==> src/rtl/mac_feeder.sv <==
// Operand feeder for a registered multiply-accumulate unit: runs k_len handshakes per job,
// flags the first product of a job as a restart and pulses result_valid once the MAC has the sum.
module mac_feeder #(
  parameter int A_WIDTH     = 8,
  parameter int B_WIDTH     = 8,
  parameter int COUNT_WIDTH = 16
) (
  input  logic                      clk,
  input  logic                      arst_in,
  input  logic                      start,
  input  logic [COUNT_WIDTH-1:0]    k_len,
  input  logic                      abort,
  output logic                      busy,
  input  logic                      op_valid,
  output logic                      op_ready,
  input  logic [A_WIDTH-1:0]        op_a,
  input  logic signed [B_WIDTH-1:0] op_b,
  output logic                      mac_input_valid,
  output logic                      mac_accumulate_internal,
  output logic [A_WIDTH-1:0]        mac_a,
  output logic signed [B_WIDTH-1:0] mac_b,
  output logic                      result_valid
);

  // state | meaning
  // IDLE  | waiting for start with a non-zero k_len
  // FEED  | accepting operand pairs until remaining reaches zero
  // DRAIN | last product is in the MAC register stage; result follows next cycle
  typedef enum logic [1:0] {
    IDLE  = 2'd0,
    FEED  = 2'd1,
    DRAIN = 2'd2
  } state_t;

  state_t                 state, state_nxt;
  logic [COUNT_WIDTH-1:0] remaining;
  logic                   first;
  logic                   job_accept;
  logic                   handshake;

  assign job_accept = (state == IDLE) && start && (k_len != '0);
  assign op_ready   = (state == FEED) && !abort;
  assign handshake  = op_valid && op_ready;
  assign busy       = (state != IDLE);

  always_ff @(posedge clk or posedge arst_in) begin
    if (arst_in) state <= IDLE;
    else         state <= state_nxt;
  end

  always_comb begin
    state_nxt = state;
    case (state)
      IDLE:    if (job_accept) state_nxt = FEED;
      FEED: begin
        if (abort)
          state_nxt = IDLE;
        else if (handshake && remaining == COUNT_WIDTH'(1))
          state_nxt = DRAIN;
      end
      DRAIN:   state_nxt = IDLE;
      default: state_nxt = IDLE;
    endcase
  end

  always_ff @(posedge clk or posedge arst_in) begin
    if (arst_in) begin
      remaining <= '0;
      first     <= 1'b0;
    end else if (job_accept) begin
      remaining <= k_len;
      first     <= 1'b1;
    end else if (handshake) begin
      remaining <= remaining - COUNT_WIDTH'(1);
      first     <= 1'b0;
    end
  end

  // Operands are held between handshakes so the MAC inputs stay quiet during bubbles.
  always_ff @(posedge clk or posedge arst_in) begin
    if (arst_in) begin
      mac_input_valid         <= 1'b0;
      mac_accumulate_internal <= 1'b0;
      mac_a                   <= '0;
      mac_b                   <= '0;
      result_valid            <= 1'b0;
    end else begin
      mac_input_valid         <= handshake;
      mac_accumulate_internal <= handshake && !first;
      if (handshake) begin
        mac_a <= op_a;
        mac_b <= op_b;
      end
      result_valid <= (state == DRAIN) && !abort;
    end
  end

endmodule

==> config.mk <==
export PLATFORM = sky130hd
export DESIGN_NAME = mac_feeder
export DESIGN_NICKNAME = d
export VERILOG_FILES = /design/src/rtl/mac_feeder.sv
export SDC_FILE = /design/constraint.sdc
export NUM_CORES = 1
export LEC_CHECK = 0
export CAP_MARGIN = 40
export CORE_MARGIN = 10
export CORE_UTILIZATION = 46
export DETAILED_ROUTE_END_ITERATION = 12
export PLACE_DENSITY = 0.83
export SLEW_MARGIN = 20
export SYNTH_ARGS = -nofsm -noshare
export SYNTH_HDL_FRONTEND = slang
export SYNTH_SLANG_ARGS = --single-unit
==> constraint.sdc <==
create_clock -name clk -period 1.89 [get_ports clk]
set_input_delay 0.378 -clock clk [delete_from_list [all_inputs] [get_ports clk]]
set_output_delay 0.378 -clock clk [all_outputs]
set_load 0.03 [all_outputs]
; Word-level counts from Yosys, hierarchy flattened
; Cells that the tools add are included.
[word_totals]
input_bits = 37
elab_cells = 36
register_bits = 38
[classes]
mux = 8
add_sub_neg = 1
reduce_logical = 14
n_eq_ne = 5
[op_table]
columns = operator, count
row1 = $mux W16, 2
row2 = $eq A16 B1 Y1 const B, 1
row3 = $reduce_bool A16 Y1, 1
row4 = $sub A16 B1 Y16 const B, 1
row5 = $logic_and A1 B1 Y1, 7
row6 = $mux W2, 3
row7 = $pmux W2 S2, 1
row8 = $reduce_bool A2 Y1, 2
row9 = $ne A3 B2 Y1 const B, 1
row10 = $eq A2 B1 Y1 const B, 1
row11 = $eq A2 B2 Y1 const B, 1
row12 = $logic_not A1 Y1, 2
row13 = $logic_not A2 Y1, 1
row14 = $mux W1, 2
row15 = $ne A2 B2 Y1 const B, 1
row16 = $reduce_and A2 Y1, 1

; Depth between registers and ports, before layout
; Gate-level depths: netlist of run 1.
[logic_depth]
ltp_word = 7
mapped_depth = 7

; Worst setup path before layout of run 1
; Ideal clock, no wire load.
[synth_path]
kind = register -> register
startpoint = register remaining[2]
endpoint = register remaining[12]
required_ps = 1764
period_less_slack_ps = 1683
stages_incl_launch_ff = 5
setup_time_ps = 126
slack_ps = 207
arrival_ps = 1557
path_cell_list = dfrtp_1 > nor3_1 > nand4_1 > xnor2_1 > a221o_1
[synth_via]
elab_chain_cells = 3
[synth_rtl]
columns = item, line
row1 = from (decl), 36  ; logic [COUNT_WIDTH-1:0] remaining;
row2 = from (signal assigned), 71  ; remaining <= k_len;
row3 = from (signal assigned), 74  ; remaining <= remaining - COUNT_WIDTH'(1);
row4 = $sub A16 B1 Y16, 74
row5 = $mux W16, 73  ; end else if (handshake) begin
row6 = $mux W16, 70  ; end else if (job_accept) begin
; Every way passes these cells. The select of a mux whose other input is x is not followed.
; A chain may end at the register's enable or synchronous reset.

; Worst setup path after layout of run 1
[layout_path]
startpoint = input k_len[14]
endpoint = register remaining[3]
[layout_via]
elab_chain_cells = 3
word_cells_on_any_way = 4
cone_classes = 1 x mux / 3 x reduce/logical
[layout_rtl]
columns = item, line
row1 = from (decl), 11  ; input logic [COUNT_WIDTH-1:0] k_len,
row2 = $reduce_bool A16 Y1 (*), 41  ; assign job_accept = (state == IDLE) && start && (k_len != '0);
row3 = $logic_and A1 B1 Y1 (*), 41
row4 = $mux W16 / $reduce_bool A2 Y1 (equally long branches), -
; Mark *: on every way between the ends. The rest lies on a longest branch, timed or not.

==> impl_metrics.csv, run 1 <==
group,metric,value,unit
run_status,outcome,"complete, no violations",
floorplanning,chipWidth,84.1,um
floorplanning,initial_core_util,47.2,%
worst_hold_path,holdCritStartpoint,"first$_DFFE_PP0P_",
floorplanning,fp-row-count,23,
power,pwr-share-clk,23.8,%
final_layout,fin_area,2930,um^2
final_layout,area_growth,55.2,%
synthesis,syn_area_per_cell,9.45,um^2
timing,max_slew_margin,65.7,%
final_layout,diodes,0,
floorplanning,die_h,84.1,um
route,drt_iter0_drc,178,
floorplanning,io-pin-count,58,
clock_tree,cts.clk_slew.worst_paths,0.07,ns
timing,fin_crit,1.85,ns
place,dp_cells,337,
timing,fin_skew,0.00666,ns
clock_tree,cts_hold_buffers,0,
clock_tree,cts_root_buffer,"clkbuf_8",
synthesis,async_flop_share,100,%
timing,setup_viol,0,
clock_tree,htreeDepth,2,
place,place_area,2760,um^2
worst_setup_path,cp.required,2.07,ns
floorplanning,design.die.area,7070,um^2
grt,grt_max_degree,23,
worst_hold_path,min_delay_path_depth,1,
power,p_per_area,1030,nW/um^2
grt,grt_pass1_wl,9860,um
route,dr.pass1.iters,4,
final_layout,multiInputGateArea,940,um^2
grt,antenna_found_initial,0,
synthesis,synth_ff_type,"dfrtp_1",
timing,worst_slew_pin_slew,0.513,ns
synthesis,netlist_area,1890,um^2
power,internal_power,1.95,mW
final_layout,drive_gt1_share,19.7,%
power,pwr-share-seq,38.5,%
worst_setup_path,crit_path_max_fanout,6,
timing,fin_crit_sh,98.1,%
route,drc_errors,0,
final_layout,final_cell_count_no_fill,344,
grt,grt-ovfl-total,0,
clock_tree,clockBufferDepth,2,
floorplanning,core,4000,um^2
route,dr_total_vias,1843,
synthesis,synthCells,200,
synthesis,syn_nets,239,
worst_setup_path,timing.critical_path.from,"k_len[14]",
synthesis,yosysUniqueCellTypes,42,
final_layout,finish.utilization,73.3,%
route,wl_per_cell,17.3,um
timing,fmax,539,MHz
power,swShare,35.4,%
grt,grt_usage,17.0,%
place,hpwl,4510,um
grt,first_global_vias,1907,
worst_setup_path,critPathLaunchType,"primary input",
power,peakVddDrop,0.681,mV
run,maxCapViolCount,0,
route,routed_wl,5940,um
power,power,3.01,mW
final_layout,seq_area,951,um^2
route,routed_via_density,5.36,
timing,whs,0.441,ns
power,pwr-share-comb,37.7,%
worst_hold_path,hp-class,"register to register",
synthesis,yosysWarnings,0,
worst_setup_path,r2r-end,"remaining[11]$_DFFE_PP0P_",
worst_setup_path,end_kind,"register",
clock_tree,cts_tree,"yes",
synthesis,synth-edff-count,0,
clock_tree,cts_sinks,38,
clock_tree,clk_latency,0.30,ns
final_layout,fillers,283,
place,io_buffers,57,
timing,slew_violations,0,
timing,rsz0062_at_grt,"true",
synthesis,ys_ff_latch,38,
final_layout,layout_commonest_cell,"nand2_1",
final_layout,mostFrequentLayoutCells,"57 x nand2_1, 54 x clkdlybuf4s50_1, 38 x dfrtp_1",
timing,hold_viol_final,0,
route,ant_nets,0,
power,p_switching,1.07,mW
worst_setup_path,crit_arrival,2.03,ns
worst_setup_path,regToRegSetupSlack,0.09,ns
worst_setup_path,crit_type,"primary input to register",
synthesis,synth-seq-area-share,50.3,%
clock_tree,cts_made_buffers,5,
place,gp_congestion,0.886,
power,power.leakage,1.32,nW
worst_setup_path,r2r-start,"remaining[5]$_DFFE_PP0P_",
clock_tree,cts_setup_buffers,0,
worst_hold_path,whs_endpoint,"mac_accumulate_internal$_DFF_PP0_",
worst_setup_path,worstRegToRegCells,4,
final_layout,final_nets,333,
-- cells in the mapped netlist (2+ instances only) --
cell type,n,area share [%]
a221o_1,5,2.6
a31oi_1,2,0.66
and2_1,3,0.99
and4b_1,2,1.1
buf_2,2,0.53
clkbuf_1,3,0.60
dfrtp_1,38,50
ha_1,2,1.3
inv_1,7,1.4
mux2_2,2,1.2
mux2i_1,2,1.1
nand2_1,57,11
nand3_1,11,2.9
nand4_1,5,1.7
nor2_1,10,2.0
nor3_1,5,1.3
nor4_1,8,2.6
o211ai_1,4,1.6
o21ai_0,3,0.79
o41ai_1,3,1.4
xnor2_1,5,2.3
-- routing by layer --
| metal | track usage, % | wire length (um) |
|---|---|---|
| met5 | 0 | 0 |
| met3 | 5.18 | 441 |
| met2 | 27.5 | 2850 |
| met1 | 20.4 | 2510 |
| met4 | 6.24 | 131 |
-- power by group through the flow --
stage	registers [mW]	clock network [mW]	logic (mW)
6_report	1.16	0.717	1.14
3_5_place_dp	1.15	0	1.11
4_1_cts	1.14	0.725	1.12
3_3_place_gp	1.15	0	1.09
2_1_floorplan	1.33	0	0.412
5_1_grt	1.19	0.762	1.23
-- cell families (layout without fill, tap and decap cells) --
family	Yosys count	after routing	share of synthesized area [%]
flops	38	38	50.3
mux	4	4	2.25
xor+xnor	5	5	2.32
compound gates	23	23	9.74
fa+ha+maj	2	2	1.32
buf+inv	13	107	3.11
simple gates	115	115	30.9
-- area by class of cell --
cell class / count / area share, %
Multi-Input combinational cell: 149 / 32.1
Timing Repair Buffer: 93 / 28.6
Clock inverter: 1 / 1.02
Tap cell: 50 / 2.13
Clock buffer: 6 / 2.82
Inverter: 7 / 0.896
Sequential cell: 38 / 32.4
-- through the flow --
| stage | TNS (ns) | setup slack [ns] |
|---|---|---|
| 6_report | 0 | 0.0351 |
| 5_1_grt | -0.0127 | -0.0127 |
| 4_1_cts | 0 | 0.0182 |
| 3_5_place_dp | -6.42 | -0.446 |
| 3_3_place_gp | -5.69 | -0.411 |
| 2_1_floorplan | 0 | 0.207 |
-- flip-flops by register name, indices dropped and copies added, names as in the netlist --
signal	flops
result_valid	1
mac_a	8
state	2
remaining	16
mac_b	8
mac_accumulate_internal	1
mac_input_valid	1
first	1
-- worst max-delay path by stage --
stage | slack, ns | depth (start not counted) | to
floorplan | 0.21 | 4 | remaining[12]$_DFFE_PP0P_
global route | -0.01 | 5 | remaining[15]$_DFFE_PP0P_
global placement | -0.41 | 5 | remaining[2]$_DFFE_PP0P_
detailed placement | -0.45 | 5 | remaining[2]$_DFFE_PP0P_
finish | 0.04 | 7 | remaining[3]$_DFFE_PP0P_
CTS | 0.02 | 6 | remaining[2]$_DFFE_PP0P_
-- critical path, cell delays in order --
cell and delay, ns:
clkdlybuf4s50_1 0.52, nor4_2 0.07, buf_4 0.14, and4_1 0.18, nor2_1 0.42, buf_4 0.23
o211ai_1 0.10
-- timing repair --
action,CTS,global route
endpoints found under the setup margin,15,9
pin swaps,0,1
endpoints found under the hold margin,0,0
resized for setup,4,8
cloned,0,0
No activity file was read; power rests on OpenSTA's default activity.
==> run 2: changes to the inputs <==
Settings changed: CORE_UTILIZATION 46 to 30, PLACE_DENSITY 0.83 to 0.59, RECOVER_POWER set to 100.
==> run 2 against run 1 <==
  * Flip-flop and latch count unchanged
  * Combinational power decreased by 4%
  * Final cell count increased by 7.0%
  * Worst hold slack worse by 0.0062 ns
  * Clock-buffer cell count unchanged
  * Clock power fell by 16%
  * Fmax up 0.23%
  * Global-route usage decreased by 5.6 points
  * Total power down 5.9%
  * Setup slack better by 0.0042 ns
==> impl_metrics.csv, run 2 (same netlist as run 1, synthesis figures left out) <==
group,metric,value,unit
place,place_area,2790,um^2
floorplanning,fp-row-count,28,
final_layout,largest_reg_flops,16,
final_layout,finish.utilization,47.8,%
run_status,outcome,"complete, no violations",
clock_tree,htreeDepth,2,
route,drc_errors,0,
final_layout,top_register,"remaining",
grt,grt_pass1_wl,9290,um
timing,fmax,540,MHz
route,dr_wl_met3,378,um
timing,fin_crit,1.85,ns
floorplanning,core,6030,um^2
grt,grt-ovfl-total,0,
worst_setup_path,crit_slowest_cell,"clkdlybuf4s50_1",
floorplanning,initial_core_util,31.4,%
place,gp_congestion,0.843,
final_layout,fin_area,2880,um^2
final_layout,final_nets,331,
place,dp_cells,360,
worst_setup_path,critPathLaunchType,"primary input",
route,drt_iter0_drc,79,
worst_setup_path,end_kind,"register",
grt,first_global_vias,1798,
clock_tree,cts_hold_buffers,0,
timing,worst_slew_pin_slew,0.993,ns
timing,slew_violations,0,
final_layout,final_cell_count_no_fill,368,
final_layout,drive_gt1_share,19.5,%
final_layout,area_growth,52.6,%
final_layout,mostFrequentLayoutCells,"56 x nand2_1, 38 x dfrtp_1, 35 x clkdlybuf4s50_1",
power,p_switching,1.05,mW
clock_tree,cts_tree,"yes",
worst_setup_path,crit_path_max_fanout,9,
clock_tree,clockBufferDepth,2,
power,peakVddDrop,0.422,mV
route,dr_total_vias,1802,
route,routed_via_density,4.90,
place,io_buffers,57,
grt,antenna_found_initial,0,
clock_tree,cts_sinks,38,
power,internal_power,1.78,mW
floorplanning,die_h,99.4,um
timing,hold_viol_final,0,
final_layout,layout_commonest_cell,"nand2_1",
timing,max_slew_margin,33.8,%
route,highest-signal-layer,"met4",
floorplanning,design.die.area,9870,um^2
floorplanning,io-pin-count,58,
place,hpwl,4280,um
worst_setup_path,crit_arrival,2.02,ns
route,wl_per_cell,15.1,um
power,pwr-share-comb,38.6,%
power,swShare,37.2,%
timing,setup-tns-final,0,ns
power,pwr-share-clk,21.2,%
clock_tree,cts.clk_slew.worst_paths,0.08,ns
timing,fin_crit_sh,97.9,%
timing,setup_viol,0,
grt,grt_max_degree,39,
route,dr.pass1.iters,4,
timing,fin_skew,0.0107,ns
route,wl_met2,2540,um
worst_setup_path,crit_type,"primary input to register",
power,power,2.84,mW
route,wl_met1,2600,um
route,ant_nets,0,
power,power.leakage,1.31,nW
worst_hold_path,hp-class,"register to register",
final_layout,diodes,0,
power,pwr-share-seq,40.2,%
final_layout,largestRegisters,"remaining x16, mac_a x8, mac_b x8",
clock_tree,cts_root_buffer,"clkbuf_8",
worst_setup_path,cp.required,2.06,ns
timing,rsz0062_at_grt,"true",
clock_tree,cts_made_buffers,5,
run,maxCapViolCount,0,
route,routed_wl,5540,um
grt,grt_usage,11.4,%
clock_tree,clk_latency,0.29,ns
worst_setup_path,critical_path.max_stage_delay,0.44,ns
clock_tree,cts_setup_buffers,0,
worst_setup_path,cp_cell_sequence,"clkdlybuf4s50_1 > nor4_2 > buf_4 > and4_1 > nor2_2 > a221o_2",
floorplanning,chipWidth,99.4,um
power,p_per_area,984,nW/um^2
run 2: metrics by stage:
| stage | hold slack, ns | setup WS [ns] |
|---|---|---|
| floorplan | 0.403 | 0.207 |
| global placement | 0.418 | -0.307 |
| detailed placement | 0.423 | -0.315 |
| CTS | 0.435 | 0.0115 |
| global route | 0.446 | -0.00143 |
| finish | 0.435 | 0.0393 |
run 2: repair_timing:
item	4_1_cts	5_1_grt
endpoints found under the setup margin	2	10
resized for setup	2	6
pin swaps	0	1
run 2: worst paths after layout:
path,cells after the start,to,startpoint,slack [ns]
max,6,remaining[2]$_DFFE_PP0P_,k_len[5],0.04
min,1,mac_accumulate_internal$_DFF_PP0_,first$_DFFE_PP0P_,0.43
max reg2reg,5,remaining[15]$_DFFE_PP0P_,state[1]$_DFFE_PP0P_,0.18
min reg2reg,1,mac_accumulate_internal$_DFF_PP0_,first$_DFFE_PP0P_,0.43
max in group asynchronous,3,remaining[10]$_DFFE_PP0P_,arst_in,0.43
min in group asynchronous,3,remaining[13]$_DFFE_PP0P_,arst_in,0.83
run 2: area by class of cell:
class / count / area (um^2)
multi-input cells: 149 / 906
fillers: 588 / 3140
inverters: 7 / 26.3
well taps: 75 / 93.8
flip-flops and latches: 38 / 951
clock inverters: 2 / 12.5
clock buffers: 6 / 82.6
repair buffers: 91 / 811
run 2: metal layers:
metal	up-vias	global-route usage [%]
met5	-	0
met3	2	4.29
li1	901	-
met4	0	2.65
met2	48	17.6
met1	851	14.6
run 2: power groups by stage:
stage / sequential (mW) / combinational [mW] / clock, mW
floorplan: 1.33 / 0.412 / 0
global placement: 1.15 / 1.13 / 0
detailed placement: 1.16 / 1.14 / 0
CTS: 1.14 / 1.14 / 0.628
global route: 1.17 / 1.20 / 0.673
finish: 1.14 / 1.10 / 0.601
run 2: worst max-delay path: cells and delay by family:
kind            cells  cell delay (ns)
compound gates      1             0.39
simple gates        3             0.65
buf+inv             2             0.60
